$ cat config.mk
export PLATFORM = sky130hd
export DESIGN_NAME = regfile_sb
export DESIGN_NICKNAME = d
export VERILOG_FILES = /design/src/rtl/regfile_sb.sv
export SDC_FILE = /design/constraint.sdc
export NUM_CORES = 2
export LEC_CHECK = 0
export BUFFER_PORTS_ARGS = -buffer_cell sky130_fd_sc_hd__buf_2
export CAP_MARGIN = 20
export CORE_MARGIN = 3
export CORE_UTILIZATION = 23
export CTS_CLUSTER_DIAMETER = 200
export DETAILED_ROUTE_END_ITERATION = 8
export PLACE_DENSITY = 0.44
export SETUP_SLACK_MARGIN = 0.1
export SYNTH_ARGS = -nofsm -noshare
export SYNTH_HDL_FRONTEND = slang
export SYNTH_SLANG_ARGS = --single-unit
$ cat constraint.sdc
create_clock -name i_clk -period 2.2 [get_ports i_clk]
set_clock_uncertainty 0.2 [all_clocks]
set_input_delay 0.11 -clock i_clk [delete_from_list [all_inputs] [get_ports i_clk]]
set_output_delay 0.11 -clock i_clk [all_outputs]
set_load 0.05 [all_outputs]
$ cat src/rtl/regfile_sb.sv
// ---------------------------------------------------------------------------
// regfile_sb
//   Integer register file with a pending-write scoreboard.
//   - NRD combinational read ports, each returning data plus a pending flag.
//   - Execute write port (i_wen) and late-return load port (i_lwen). The load
//     port also clears the pending bit of its target.
//   - Reserve port (i_rsv_en) sets the pending bit of an entry.
//   - Entry 0 is constant zero and never pending.
//   - After reset the array and scoreboard are cleared one entry per cycle.
//     o_ready rises when the clear is done. Until then, writes and reserves
//     are dropped and reads return zero with busy low.
//
// Ports
//   i_clk, i_rst                  clock, synchronous active-high reset
//   o_ready                       clear sequence finished
//   i_raddr[NRD*AW] / o_rdata[NRD*XLEN] / o_rbusy[NRD]  read ports
//   i_wen, i_waddr, i_wdata       execute write port
//   i_lwen, i_lwaddr, i_lwdata    late-return write port (clears pending bit)
//   i_rsv_en, i_rsv_addr          reserve port (sets pending bit)
//   o_waw                         one-cycle pulse: i_wen hit a pending entry
//
// Valid/ready: there is no backpressure. Every enable is a single-cycle
// command that is accepted on the rising edge when o_ready is high, and is
// dropped when o_ready is low.
//
// Configuration macro: REGFILE_SB_BYPASS_EN
//   defined   - same-cycle write data (load port first, then execute port)
//               is forwarded to matching reads. A same-cycle load return
//               also forces the read's busy flag low, unless a same-cycle
//               reserve targets that entry too.
//   undefined - reads see stored contents only.
// ---------------------------------------------------------------------------
module regfile_sb #(
    parameter  int XLEN  = 32,
    parameter  int NREGS = 32,
    parameter  int NRD   = 2,
    localparam int AW    = $clog2(NREGS)
) (
    input  logic                i_clk,
    input  logic                i_rst,
    output logic                o_ready,
    input  logic [NRD*AW-1:0]   i_raddr,
    output logic [NRD*XLEN-1:0] o_rdata,
    output logic [NRD-1:0]      o_rbusy,
    input  logic                i_wen,
    input  logic [AW-1:0]       i_waddr,
    input  logic [XLEN-1:0]     i_wdata,
    input  logic                i_lwen,
    input  logic [AW-1:0]       i_lwaddr,
    input  logic [XLEN-1:0]     i_lwdata,
    input  logic                i_rsv_en,
    input  logic [AW-1:0]       i_rsv_addr,
    output logic                o_waw
);

    typedef enum logic {
        ST_CLEAR = 1'b0,
        ST_RUN   = 1'b1
    } state_e;

    state_e            state_q, state_d;
    logic [AW-1:0]     clr_idx_q, clr_idx_d;
    logic [XLEN-1:0]   mem_q [NREGS];
    logic [XLEN-1:0]   mem_d [NREGS];
    logic [NREGS-1:0]  pend_q, pend_d;
    logic              waw_q, waw_d;

    // Write qualifiers: index 0 is never a real target.
    logic wr_ex, wr_ld, wr_rsv;
    assign wr_ex  = i_wen    && (i_waddr    != '0);
    assign wr_ld  = i_lwen   && (i_lwaddr   != '0);
    assign wr_rsv = i_rsv_en && (i_rsv_addr != '0);

    always_comb begin
        state_d   = state_q;
        clr_idx_d = clr_idx_q;
        mem_d     = mem_q;
        pend_d    = pend_q;
        waw_d     = 1'b0;
        case (state_q)
            ST_CLEAR: begin
                mem_d[clr_idx_q]  = '0;
                pend_d[clr_idx_q] = 1'b0;
                clr_idx_d         = clr_idx_q + AW'(1);
                if (clr_idx_q == AW'(NREGS - 1)) begin
                    state_d = ST_RUN;
                end
            end
            ST_RUN: begin
                // Load port is applied last so it wins a same-index conflict.
                if (wr_ex) begin
                    mem_d[i_waddr] = i_wdata;
                end
                if (wr_ld) begin
                    mem_d[i_lwaddr]  = i_lwdata;
                    pend_d[i_lwaddr] = 1'b0;
                end
                // Reserve is applied after the load clear so it wins.
                if (wr_rsv) begin
                    pend_d[i_rsv_addr] = 1'b1;
                end
                // Hazard judged on the pending bit as it stands at this edge.
                waw_d = wr_ex && pend_q[i_waddr] &&
                        !(wr_ld && (i_lwaddr == i_waddr));
            end
            default: begin
                state_d   = ST_CLEAR;
                clr_idx_d = AW'(1);
            end
        endcase
        mem_d[0]  = '0;
        pend_d[0] = 1'b0;
    end

    always_ff @(posedge i_clk) begin
        if (i_rst) begin
            state_q   <= ST_CLEAR;
            clr_idx_q <= AW'(1);
            waw_q     <= 1'b0;
        end else begin
            state_q   <= state_d;
            clr_idx_q <= clr_idx_d;
            waw_q     <= waw_d;
        end
    end

    // Array and scoreboard are not reset directly: the clear sequence wipes
    // them, and reads are masked until it completes.
    always_ff @(posedge i_clk) begin
        mem_q  <= mem_d;
        pend_q <= pend_d;
    end

    assign o_ready = (state_q == ST_RUN);
    assign o_waw   = waw_q;

    for (genvar k = 0; k < NRD; k++) begin : g_rd
        logic [AW-1:0]   ra;
        logic [XLEN-1:0] rd;
        logic            rb;

        assign ra = i_raddr[k*AW +: AW];

        always_comb begin
            rd = '0;
            rb = 1'b0;
            if ((state_q == ST_RUN) && (ra != '0)) begin
                rd = mem_q[ra];
                rb = pend_q[ra];
`ifdef REGFILE_SB_BYPASS_EN
                if (i_lwen && (i_lwaddr == ra)) begin
                    rd = i_lwdata;
                    if (!(i_rsv_en && (i_rsv_addr == ra))) begin
                        rb = 1'b0;
                    end
                end else if (i_wen && (i_waddr == ra)) begin
                    rd = i_wdata;
                end
`endif
            end
        end

        assign o_rdata[k*XLEN +: XLEN] = rd;
        assign o_rbusy[k]              = rb;
    end

endmodule

=== Yosys cells after proc, flatten, opt, wreduce, memory -nomap -nowiden ===
Index checks and enable logic that the tools add are counted.

* Register bits after elaboration: 1030
* Output and inout bits: 68
* Bits in writable memories: 0
* Memory bits (read-only): 0
* Latch bits: 0
* Memories kept: 0
* Input bits: 94
* Logic and storage cells: 129

* Reduce and logical (&&, ||, !) cells: 21
* Eq/ne operators: 2
* Divide/modulo/power cells: 0
* Multiply operators: 0
* Magnitude comparators: 17
* $add $sub $neg: 1
* Bitwise gates (word level): 13
* Muxes and demuxes: 40
* Shift-type cells: 0

{| class="wikitable"
|+ Operators with widths
! cell !! number
|-
| 1024-bit bitwise mux || 2
|-
| 1024-bit two-way mux || 2
|-
| 992-bit one-hot mux with 2 select lines || 1
|-
| 992-bit bitwise AND || 1
|-
| 992-bit two-way mux || 1
|-
| 992-bit NOT || 1
|-
| 32-bit demux with 5-bit select || 3
|-
| 32-bit two-way mux || 12
|-
| 32-bit binary-select mux with 5-bit select || 2
|-
| 32-bit bitwise AND || 2
|-
| 32-bit NOT || 2
|-
| 32-bit one-hot mux with 2 select lines || 1
|-
| 5-bit by 6-bit less-than comparator with 1-bit output (second input constant) || 6
|-
| 32-bit OR || 1
|-
| 6-bit >= comparator (second input constant) || 5
|-
| 5-bit NOT with 6-bit output || 5
|-
| 5-bit nonzero test || 5
|-
| 6-bit by 1-bit less-than comparator with 1-bit output (second input constant) || 3
|-
| 1-bit binary-select mux with 5-bit select || 3
|-
| 1-bit demux with 5-bit select || 3
|-
| 5-bit by 1-bit >= comparator with 1-bit output (second input constant) || 3
|-
| 1-bit logical AND || 14
|-
| 1-bit two-way mux || 10
|-
| 5-bit by 1-bit adder with 5-bit output (second input constant) || 1
|-
| other kinds (5) || 5
|}

=== Longest topological paths before layout ===
* Depth after elaboration: 11
* Gate-level depth with buffers: 10
* Gate-level depth less buffers: 6

=== Worst setup path before layout ===
No wires, ideal clock.

* Kind: register -> output
* Start point: reg state_q, in the netlist o_ready
* End point: out o_rdata[30]
* Arrival: 3990 ps
* Path buffers: 2
* Setup slack: -2100 ps
* Required time: 1890 ps
* Cell stages (with the launch flop): 5
* Path through: dfxtp_1 > clkbuf_1 > buf_1 > o41ai_1 > a2111oi_0

* Word-level cells in the longest chain between the ends: 2

{| class="wikitable"
|+ RTL lines
! item !! RTL line !! RTL
|-
| from (decl) || 61 || <nowiki>state_e state_q, state_d;</nowiki>
|-
| from (signal assigned) || 121 || <nowiki>state_q <= state_d;</nowiki>
|-
| 1-bit logical AND || 147 || <nowiki>if ((state_q == ST_RUN) && (ra != '0)) begin</nowiki>
|-
| 32-bit two-way mux || 147 ||
|-
| to (decl) || 43 || <nowiki>output logic [NRD*XLEN-1:0] o_rdata,</nowiki>
|}

Every way passes these cells.

=== Worst setup path in the final report ===
Same ends and word-level chain as after synthesis.

==> metrics.log <==
[metrics] endpoint type of the worst setup path: output port
[metrics] buffer depth of the longest clock path: 3
[metrics] half-perimeter wire length of the detailed placement result: 259.9 mm
[metrics] nets: 8234
[metrics] via count of the first global-routing pass: 66.42k
[metrics] Synth-to-Final Area Change: 34.50%
[metrics] TritonCTS clock tree: built
[metrics] number of instances in the synthesized netlist: 7589
[metrics] relative contribution of combinational cells to total power: 15.0%
[metrics] flip-flop and latch count after synthesis: 1030
[metrics] top post-synthesis cells by area: sky130_fd_sc_hd__dfxtp_1, sky130_fd_sc_hd__mux2i_1, sky130_fd_sc_hd__mux4_2
[metrics] maximum level of the CTS H-tree: 4
[metrics] post-route clock period utilization: 141.7%
[metrics] Clock Root Buffer: sky130_fd_sc_hd__clkbuf_16
[metrics] power per cell area: 533.8 nW/um^2
[metrics] share of the yosys chip area belonging to registers: 29.59%
[metrics] final hold viol count: 0
[metrics] utilization after layout: 31.16%
[metrics] maximum number of pins on one net before global-route repair: 117
[metrics] uppermost signal routing layer after detailed routing: met5
[metrics] count of yosys warnings during synthesis: 0
[metrics] final setup violating endpoints: 66
[metrics] Worst-Margin Slew: 1.192 ns
[metrics] GRT Resource Usage Total: 24.03%
[metrics] syn avg cell area: 9.183 um^2
[metrics] reported max-cap violation count: 0
[metrics] Sequential Power Share: 38.9%
[metrics] status: finished, violations left
[metrics] Net Sw Frac: 29.22%
[metrics] critical path's slowest cell: sky130_fd_sc_hd__a2111oi_4
[metrics] die boundary height: 556.5 um
[metrics] starting utilization of the core area: 23.17%
[metrics] data arrival time at the worst-slack endpoint: 2.81 ns
[metrics] wire length on met1: 159.7 mm
[metrics] RePlAce Congestion: 0.9164
[metrics] EDFF count, synth: 0
[metrics] sum of met2 wire segment lengths after detailed routing: 172.8 mm
[metrics] post-synthesis cell area: 69690 um^2
[metrics] fraction of synthesis flops using an asynchronous set or reset pin: 0%
[metrics] Power Internal: 35.41 mW
[metrics] count of cell types in the netlist: 68
[metrics] critical path launch point type: flop
[metrics] ordered cell list for the critical path: buf_12 > buf_8 > buf_6 > o41ai_4 > buf_6 > a2111oi_4 > buf_12
[metrics] cell row count: 201
[metrics] most frequent cells in the layout: sky130_fd_sc_hd__mux2i_1, sky130_fd_sc_hd__dfxtp_1, sky130_fd_sc_hd__a22o_1
[metrics] static leakage: 37.55 nW
[metrics] detail-routed net length per standard cell: 31.99 um
[metrics] min-delay worst type: input pin to flop
[metrics] number of cells in the design after placement: 11.79k
[metrics] # clock sinks: 1030
[metrics] number of top-level pins: 162
[metrics] violated checks: negative setup slack
[metrics] min Tclk post-route: 3.118 ns
[metrics] portion of total power attributed to the clock network: 46.1%
[metrics] endpoint required time on the critical path: 1.89 ns
[metrics] highest achievable clock rate: 320.7 MHz
[metrics] clock-pin slew reported for the worst setup and hold paths after clock tree synthesis: 0.06 ns
[metrics] die width: 556.5 um
[metrics] floorplan die area: 309600 um^2
[metrics] Cell Area, Placed: 86150 um^2
[metrics] switching power total: 14.62 mW
[metrics] unrepaired setup endpoints after global routing: yes
[metrics] syn nets: 7688
[metrics] Synth area leader: sky130_fd_sc_hd__dfxtp_1
[metrics] stage delay of the slowest cell on the critical path: 0.72 ns
[metrics] routed length on met3: 36.25 mm
[metrics] number of iterations in the first detailed-routing pass: 8
[metrics] drt initial violations: 8911
[metrics] Largest delay share family, worst path: compound AO/OA/AOI/OAI gates
[metrics] most frequent standard cell in the layout excluding fill and tap cells: sky130_fd_sc_hd__mux2i_1
[metrics] Core Box Area: 300800 um^2
[metrics] highest fanout seen on the critical path: 3
[metrics] worst setup slack before clock tree synthesis: -1.036 ns
[metrics] ratio of routed vias to standard cells: 5.780
[metrics] summed area of non-filler cells in the final layout: 93730 um^2
[metrics] Final Non-Filler Cells: 12.21k
[metrics] drc violations: 0
[metrics] grt ovf: 0
[metrics] Port Buf Inserts: 161
[metrics] overall routed net length: 390.6 mm
[metrics] ANT nets after route: 0
[metrics] count of buffering cells on the critical path with inverters included: 5
[metrics] share of post-route cells with drive strength above 1: 28.70%
[metrics] Final WS setup: -0.9180 ns
[metrics] Rel. slew slack: 20.37%
[metrics] first-pass GRT wire length: 535.7 mm
[metrics] clock insertion delay at the later pin of the skew report: 0.81 ns
[metrics] number of antenna violations at the first check in global routing: 40
[metrics] worst setup path category: flop to output port
[metrics] top cell type's share of synthesized area: 29.59%
[metrics] maximum vdd drop: 709.4 uV
[metrics] most instantiated flip-flop cell in the synthesis netlist: sky130_fd_sc_hd__dfxtp_1
[metrics] Max Transition Viols Final: 0
[metrics] number of clock buffers inserted by TritonCTS: 137
[metrics] count of vias placed by the detailed router: 70.56k
## power groups by stage
stage / registers, mW / logic [mW] / clock network [mW]
floorplan: 19.7 / 3.67 / 0
global placement: 19.9 / 6.88 / 0
detailed placement: 19.9 / 6.94 / 0
CTS: 19.5 / 7.21 / 23.3
global route: 19.5 / 7.71 / 24.0
finish: 19.5 / 7.49 / 23.1
## metal layers
metal,global-route usage (%),vias up
met1,31.66,35448
met5,0,-
met2,37.28,4200
li1,-,29943
met3,4.871,959
met4,11.77,12
## sequential cells by signal, summed over array words and instances, names as in the netlist
register	cells
mem_q	992
clr_idx_q	5
pend_q	31
o_ready	1
o_waw	1
## synth_stat cells (all sizes together) (7+ instances only)
| library cell | n |
|---|---|
| a31oi | 58 |
| o221ai | 14 |
| nor2b | 47 |
| a2111oi | 37 |
| nor3 | 19 |
| or3 | 9 |
| a21oi | 735 |
| o21ai | 438 |
| a22oi | 14 |
| a211oi | 34 |
| a32o | 20 |
| inv | 7 |
| a22o | 936 |
| mux4 | 441 |
| buf | 292 |
| o31ai | 75 |
| and2 | 11 |
| a221oi | 95 |
| clkbuf | 678 |
| o211a | 7 |
| nor2 | 764 |
| a21o | 28 |
| mux2 | 76 |
| mux2i | 1054 |
| o32a | 24 |
| or2 | 9 |
| dfxtp | 1030 |
| nand2 | 546 |
| nand3 | 25 |
| nand2b | 11 |
## cells by family after synthesis
kind of cell / synth area share [%]
xor gates and xnor gates: 0.1005
DFF: 29.59
muxes: 30.62
AOI/OAI and AO/OA: 25.06
and+or+nand+nor: 8.573
buffers and inverters: 5.971
adders and majority gates: 0.08977
## timing repair
action	4_1_cts	5_1_grt
pin swaps	54	26
cloned	6	8
setup endpoints to repair	538	219
hold buffers	94	0
endpoints found under the hold margin	1008	0
gates resized for setup	201	135
buffers inserted	32	23
## cell type report
cell class                      count  area [um^2]
Antenna cell                       12        30.03
Clock buffer                      211         4165
Clock inverter                     31        271.5
Fill cell                       30680       207100
Inverter                            7        26.28
Multi-Input combinational cell   5582        47690
Sequential cell                  1030        20720
Tap cell                         3958         4952
Timing Repair Buffer             1377        15870
## per-stage QoR
step                      setup TNS (ns)  hold slack, ns  power [mW]
after detailed placement          -73.95          0.2897       26.81
after global placement            -69.67          0.2682       26.74
after global routing              -54.46         0.06199       51.20
after CTS                         -54.23        0.003823       49.96
final                             -52.49         0.04304       50.03
after floorplan                  -0.2564        -0.02730       23.41
## tightest hold or removal path, stage by stage
cell and delay [ns]:
sky130_fd_sc_hd__buf_2 0.23, sky130_fd_sc_hd__or4b_4 0.31, sky130_fd_sc_hd__buf_4 0.14, sky130_fd_sc_hd__o31ai_1 0.06
sky130_fd_sc_hd__o21ai_0 0.15
## path summary, 6_finish.rpt
kind                    start           to  slack, ns  cells after the start
setup / recovery      o_ready  o_rdata[30]      -0.92                      7
hold / removal    i_lwaddr[3]   mem_q[932]       0.04                      5
setup reg to reg      o_ready        o_waw       0.09                      9
hold reg to reg    mem_q[991]   mem_q[991]       0.28                      1
Note: power is estimated with default switching activity, not from simulation.
